## src/rtl/regfile_seq_pkg.sv

```systemverilog
// Shared definitions for the register-file burst sequencer.
//   DW_DEFAULT / AW_DEFAULT : default data and address widths
//   OP_*                    : command opcode encodings on cmd_op
//   state_e                 : sequencer FSM states
package regfile_seq_pkg;

    localparam int unsigned DW_DEFAULT = 8;
    localparam int unsigned AW_DEFAULT = 3;

    localparam logic [1:0] OP_CLEAR = 2'b00;
    localparam logic [1:0] OP_LOAD  = 2'b01;
    localparam logic [1:0] OP_DRAIN = 2'b10;
    localparam logic [1:0] OP_RSVD  = 2'b11;

    typedef enum logic [1:0] {
        StIdle,
        StClr,
        StLoad,
        StDrain
    } state_e;

endpackage

```

## src/rtl/regfile_seq_rf_out_reg.sv

```systemverilog
// One-entry valid/ready output register carrying data plus a last flag.
//   clk, clear_n            : clock, async active-low reset
//   loadEn                  : capture loadData/loadLast this cycle
//   loadData, loadLast      : beat to capture
//   canLoad                 : register is empty or being drained this cycle
//   out_valid, out_ready    : downstream handshake
//   out_data, out_last      : registered beat, stable while stalled
module regfile_seq_rf_out_reg
    import regfile_seq_pkg::*;
#(
    parameter int unsigned DW = DW_DEFAULT
) (
    input  logic          clk,
    input  logic          clear_n,
    input  logic          loadEn,
    input  logic [DW-1:0] loadData,
    input  logic          loadLast,
    output logic          canLoad,
    output logic          out_valid,
    input  logic          out_ready,
    output logic [DW-1:0] out_data,
    output logic          out_last
);

    logic          validQ;
    logic [DW-1:0] dataQ;
    logic          lastQ;

    assign canLoad = !validQ || out_ready;

    always_ff @(posedge clk or negedge clear_n) begin
        if (!clear_n) begin
            validQ <= 1'b0;
            dataQ  <= '0;
            lastQ  <= 1'b0;
        end else if (loadEn) begin
            validQ <= 1'b1;
            dataQ  <= loadData;
            lastQ  <= loadLast;
        end else if (out_ready) begin
            // Beat consumed with nothing behind it; data is kept but invalid.
            validQ <= 1'b0;
        end
    end

    assign out_valid = validQ;
    assign out_data  = dataQ;
    assign out_last  = lastQ;

endmodule

```

## src/rtl/regfile_seq.sv

```systemverilog
// Burst sequencer in front of a DEPTH-entry register file.
//   clk, clear_n                      : clock, async active-low reset
//   cmd_valid/cmd_ready/cmd_op/
//   cmd_addr/cmd_len                  : command port (CLEAR, LOAD, DRAIN)
//   in_valid/in_ready/in_data         : LOAD write stream
//   out_valid/out_ready/out_data/
//   out_last                          : DRAIN read stream
//   rf_enable/rf_clear/rf_RW/rf_addr/
//   rf_dataIn/rf_dataOut              : register-file control and data
module regfile_seq
    import regfile_seq_pkg::*;
#(
    parameter int unsigned DW = DW_DEFAULT,
    parameter int unsigned AW = AW_DEFAULT
) (
    input  logic          clk,
    input  logic          clear_n,
    input  logic          cmd_valid,
    output logic          cmd_ready,
    input  logic [1:0]    cmd_op,
    input  logic [AW-1:0] cmd_addr,
    input  logic [AW-1:0] cmd_len,
    input  logic          in_valid,
    output logic          in_ready,
    input  logic [DW-1:0] in_data,
    output logic          out_valid,
    input  logic          out_ready,
    output logic [DW-1:0] out_data,
    output logic          out_last,
    output logic          rf_enable,
    output logic          rf_clear,
    output logic          rf_RW,
    output logic [AW-1:0] rf_addr,
    output logic [DW-1:0] rf_dataIn,
    input  logic [DW-1:0] rf_dataOut
);

    state_e        stateQ;
    logic [AW-1:0] ptrQ;
    logic [AW-1:0] remQ;

    logic inFire;
    logic canLoad;
    logic fetch;
    logic lastDone;

    assign inFire   = (stateQ == StLoad) && in_valid;
    // Stop reading once the last beat sits in the output register.
    assign fetch    = (stateQ == StDrain) && canLoad && !(out_valid && out_last);
    assign lastDone = out_valid && out_ready && out_last;

    always_ff @(posedge clk or negedge clear_n) begin
        if (!clear_n) begin
            stateQ <= StIdle;
            ptrQ   <= '0;
            remQ   <= '0;
        end else begin
            unique case (stateQ)
                StIdle: begin
                    if (cmd_valid) begin
                        case (cmd_op)
                            OP_CLEAR: stateQ <= StClr;
                            OP_LOAD: begin
                                stateQ <= StLoad;
                                ptrQ   <= cmd_addr;
                                remQ   <= cmd_len;
                            end
                            OP_DRAIN: begin
                                stateQ <= StDrain;
                                ptrQ   <= cmd_addr;
                                remQ   <= cmd_len;
                            end
                            default: stateQ <= StIdle;
                        endcase
                    end
                end
                StClr: stateQ <= StIdle;
                StLoad: begin
                    if (in_valid) begin
                        ptrQ <= ptrQ + 1'b1;
                        if (remQ == '0) begin
                            stateQ <= StIdle;
                        end else begin
                            remQ <= remQ - 1'b1;
                        end
                    end
                end
                StDrain: begin
                    if (fetch) begin
                        ptrQ <= ptrQ + 1'b1;
                        if (remQ != '0) begin
                            remQ <= remQ - 1'b1;
                        end
                    end
                    if (lastDone) begin
                        stateQ <= StIdle;
                    end
                end
                default: stateQ <= StIdle;
            endcase
        end
    end

    regfile_seq_rf_out_reg #(
        .DW(DW)
    ) u_out_reg (
        .clk      (clk),
        .clear_n  (clear_n),
        .loadEn   (fetch),
        .loadData (rf_dataOut),
        .loadLast (remQ == '0),
        .canLoad  (canLoad),
        .out_valid(out_valid),
        .out_ready(out_ready),
        .out_data (out_data),
        .out_last (out_last)
    );

    // State is held at StIdle and ptr at zero during reset, so only the
    // reset-gated outputs need clear_n explicitly.
    assign cmd_ready = clear_n && (stateQ == StIdle);
    assign in_ready  = (stateQ == StLoad);
    assign rf_enable = clear_n;
    assign rf_clear  = (stateQ == StClr);
    assign rf_RW     = inFire;
    assign rf_addr   = ptrQ;
    assign rf_dataIn = (stateQ == StLoad) ? in_data : '0;

endmodule

```

## config.mk

```make
export PLATFORM = sky130hd
export DESIGN_NAME = regfile_seq
export DESIGN_NICKNAME = d
export VERILOG_FILES = /design/src/rtl/regfile_seq_pkg.sv /design/src/rtl/regfile_seq_rf_out_reg.sv /design/src/rtl/regfile_seq.sv
export SDC_FILE = /design/constraint.sdc
export NUM_CORES = 1
export LEC_CHECK = 0
export ABC_CLOCK_PERIOD_IN_PS = 2000
export BUFFER_PORTS_ARGS = -buffer_cell sky130_fd_sc_hd__buf_2
export CAP_MARGIN = 30
export CORE_UTILIZATION = 46
export CTS_BUF_LIST = sky130_fd_sc_hd__clkbuf_4
export CTS_CLUSTER_SIZE = 12
export DETAILED_ROUTE_END_ITERATION = 10
export PLACE_DENSITY = 0.82
export REMOVE_ABC_BUFFERS = 1
export SLEW_MARGIN = 20
export SYNTH_ARGS = -nofsm -noshare
export SYNTH_HDL_FRONTEND = slang
export SYNTH_SLANG_ARGS = --single-unit
```

## constraint.sdc

```tcl
create_clock -name clk -period 2 [get_ports clk]
set_clock_uncertainty 0.1 [all_clocks]
set_input_delay 0.1 -clock clk [delete_from_list [all_inputs] [get_ports clk]]
set_output_delay 0.1 -clock clk [all_outputs]
set_load 0.05 [all_outputs]
```

==> results.txt <==
The number of setup buffers added after CTS is 0. Max-cap violations in this run came to 0. Prior to clock tree synthesis, the placed netlist has a worst setup slack of 0.341 ns. The cell sitting at the root of the clock tree is a sky130_fd_sc_hd__clkbuf_4. The worst setup path is captured at an output port.

Registers are responsible for 25.3% of the overall power. The first routing iteration left 5 violations. Total number of yosys warnings: 0.

The share of post-route cells with drive strength above 1 is 42.1%, and the sequential cell area is 450 sq um. The congestion estimate from routability-driven global placement came to 0.697. The logs give 2210 um for the total wirelength of the detailed-routed design and 0.000778 uW for the static leakage. The detail-routed via count per cell is 4.88.

Compared with the post-synthesis result, the final layout area differs by 42.4%. Input and output buffers added on the ports amount to 54. Summing every instance area after synthesis gives 1030 sq um. The number of nets in the final layout was 195; the register clock-pin slew on the reported worst setup and hold paths was 0.10 ns. Number of cells produced by synthesis: 92. The final clock period utilization by the worst path is 85.3%. The filler cells instantiated in the layout total 152. The peak supply drop was 0.00122 V. The share of power burned in the clock network came out at 6.7%. Class of the most critical hold timing path: in -> reg. After floorplanning, the core was sized to cover 2020 sq um.

For this design the total switching power over the nets is 1480 uW. The detail route stage leaves a number of antenna-violating nets equal to 0. Via count of the first global-routing pass: 922. Detailed placement finished with a half-perimeter wire length of 1590 um. The routed wirelength normalized by instance count is 11.9 um, and the highest clock rate is 586 MHz.

The initial utilization of the core area, before any placement, comes to 50.8%. Synthesis inferred 18 register bits. The minimum clock period is 1.71 ns. Category of the most critical setup path: reg -> out. The run gives 68.0% as the relative contribution of combinational cells to total power.

The I/O pin total came out at 55. The number of failing hold endpoints at the final stage was 0. The logs give 19 for the maximum number of pins on one net before global-route repair and 3680 um for the global-route wire length before repair.

The logs give 43.8% for the sequential-to-total area share from yosys stat and 3 for the number of CTS-inserted buffers. The number of buffers added to fix hold violations after cts was 12; the internal power of the cells was 1200 uW. The nature of the critical path startpoint was a register.

For the worst setup path, the data required time is 1.80 ns. In this run the deepest clock path goes through 2 buffers. The run finished with clean final reports. After floorplanning, the core was divided into 16 placement rows.

The switching part of the total power is 55.3%, and the x dimension of the die is 49.3 um. The logs give 0.29 ns for the later-pin clock latency in the skew report and 20.0% for the overall fraction of global-route tracks in use. Post-route non-filler standard cell count: 186. The routed layout has 907 vias. Family with the most delay on the worst path: flip-flops. In the routed design, unresolved DRC markers number 0. Post-CTS repair changed the size of 0 cells.

The repair_antennas step left the layout with diodes totalling 0. The cell at the slowest stage of the critical path was sky130_fd_sc_hd__dfrtp_1. For the pin with the worst max-slew slack, the measured transition is 0.451 ns. The CTS H-tree depth is 1. The run gives 0 as the final max-slew violation count. Setup repair after global routing left no endpoint under its margin.

The synthesized area per cell is 11.2 sq um. Leading cell type in the layout, fill and taps excluded: sky130_fd_sc_hd__buf_2. Setup violations remaining at the end of the flow were counted as 0. The library cells used most frequently in the layout, excluding fill and tap cells, are sky130_fd_sc_hd__buf_2 (54), sky130_fd_sc_hd__dfrtp_1 (18), sky130_fd_sc_hd__dlygate4sd3_1 (12). In the post-route analysis, the smallest setup slack over all paths is 0.293 ns. The signal on the critical path passes through nor2b_1 -> buf_4 -> and2_1 -> buf_2. The netlist uses 29 different library cells. For this design the ratio of total power to cell area is 1830 nW/um^2. The first TritonRoute pass finished after 2 iterations.

The die is 49.3 um tall. The die covers 2430 sq um. TritonCTS built the clock tree. Measured against its own limit, the worst slew margin works out to 69.9%. Of all nets on the critical path, the largest fanout is 10. Summing all multi-input logic gate instances after layout gives 520 sq um. The largest stage delay on the critical path came out at 0.45 ns. The overall overflow remaining after global route is 0, and the clock sink count is 18.

The number of placed instances, taps included, is 171. Data arrives at the worst endpoint at 1.51 ns. The sum of buffers and inverters on the critical path came out at 2. The number of antenna violations at the first check in global routing is 0.
[layout make-up]
cell class                      instances  share of cell area, %
Timing Repair Buffer                   69                   28.2
Tap cell                               27                   2.31
Inverter                                6                   1.54
Multi-Input combinational cell         63                   35.6
Clock buffer                            3                   1.54
Sequential cell                        18                   30.8
[Yosys cell counts (all sizes together)]
| cell type | count | share of area [%] |
|---|---|---|
| a211o | 1 | 0.85 |
| a21oi | 3 | 2.6 |
| a31oi | 1 | 0.61 |
| a32o | 1 | 1.1 |
| and2 | 11 | 6.7 |
| and3b | 1 | 0.85 |
| buf | 3 | 2.6 |
| clkbuf | 2 | 0.73 |
| dfrtp | 18 | 44 |
| ha | 5 | 6.1 |
| inv | 6 | 2.2 |
| mux2 | 12 | 13 |
| mux2i | 4 | 3.9 |
| nand2 | 5 | 2.1 |
| nand2b | 2 | 1.2 |
| nor2 | 4 | 1.9 |
| nor2b | 4 | 2.4 |
| o211ai | 1 | 0.73 |
| o21a | 1 | 0.73 |
| o21ai | 3 | 2.6 |
| o22a | 2 | 1.7 |
| o22ai | 1 | 0.61 |
| xnor2 | 1 | 0.85 |
[tightest hold or removal path, stage by stage]
cell and delay (ns):
sky130_fd_sc_hd__buf_2 0.07, sky130_fd_sc_hd__o21ai_0 0.06, sky130_fd_sc_hd__mux2i_1 0.13
[state kept, by name, summed over array words and instances (netlist names)]
register	count
u_out_reg.out_last	1
remQ	3
rf_addr	3
u_out_reg.out_data	8
stateQ	2
u_out_reg.out_valid	1
[through the flow]
stage          TNS (ns)  power (uW)  hold slack, ns  util (%)  area [sq um]
6_report              0        2680          0.0309      72.3          1460
3_3_place_gp          0        2450          0.0218      65.3          1320
3_5_place_dp          0        2490          0.0282      65.3          1320
4_1_cts               0        2690          0.0345      72.3          1460
5_1_grt               0        2830          0.0455      72.3          1460
2_1_floorplan     -5.36        2080          -0.296         -           993
[power by group through the flow]
stage / combinational, uW / clock [uW] / sequential [uW]
2_1_floorplan: 929 / 0 / 1150
3_3_place_gp: 1780 / 0 / 670
3_5_place_dp: 1810 / 0 / 681
4_1_cts: 1830 / 184 / 673
5_1_grt: 1930 / 197 / 700
6_report: 1820 / 180 / 676
[kinds of logic (layout without fill, tap and decap cells)]
family / after synthesis / after routing / synth area share (%)
fa+ha+maj: 5 / 5 / 6.09
simple gates: 27 / 27 / 15.2
xor+xnor: 1 / 1 / 0.853
mux: 16 / 16 / 17.1
compound gates: 14 / 14 / 11.5
buf+inv: 11 / 78 / 5.48
flops: 18 / 18 / 43.8
[per-layer routing]
metal  global-route usage (%)  share of wire, %  vias up
met4                     8.33              0.68        0
met5                        0                 0        -
met1                     20.6                40      427
met2                     38.4                53       33
li1                         -                 -      445
met3                     4.05               6.3        2
[worst paths after layout]
path	start	end	slack [ns]	cells after the start
max in group asynchronous	clear_n	u_out_reg.out_data[3]	1.38	3
worst max-delay path	stateQ[1]	rf_dataIn[5]	0.29	4
worst min-delay path	cmd_len[1]	remQ[1]	0.03	3
worst min register to register	u_out_reg.out_data[5]	u_out_reg.out_data[5]	0.39	1
worst max register to register	u_out_reg.out_last	remQ[2]	0.33	4
min in group asynchronous	clear_n	rf_addr[1]	0.23	3
Power figures use the tool's default switching activity.
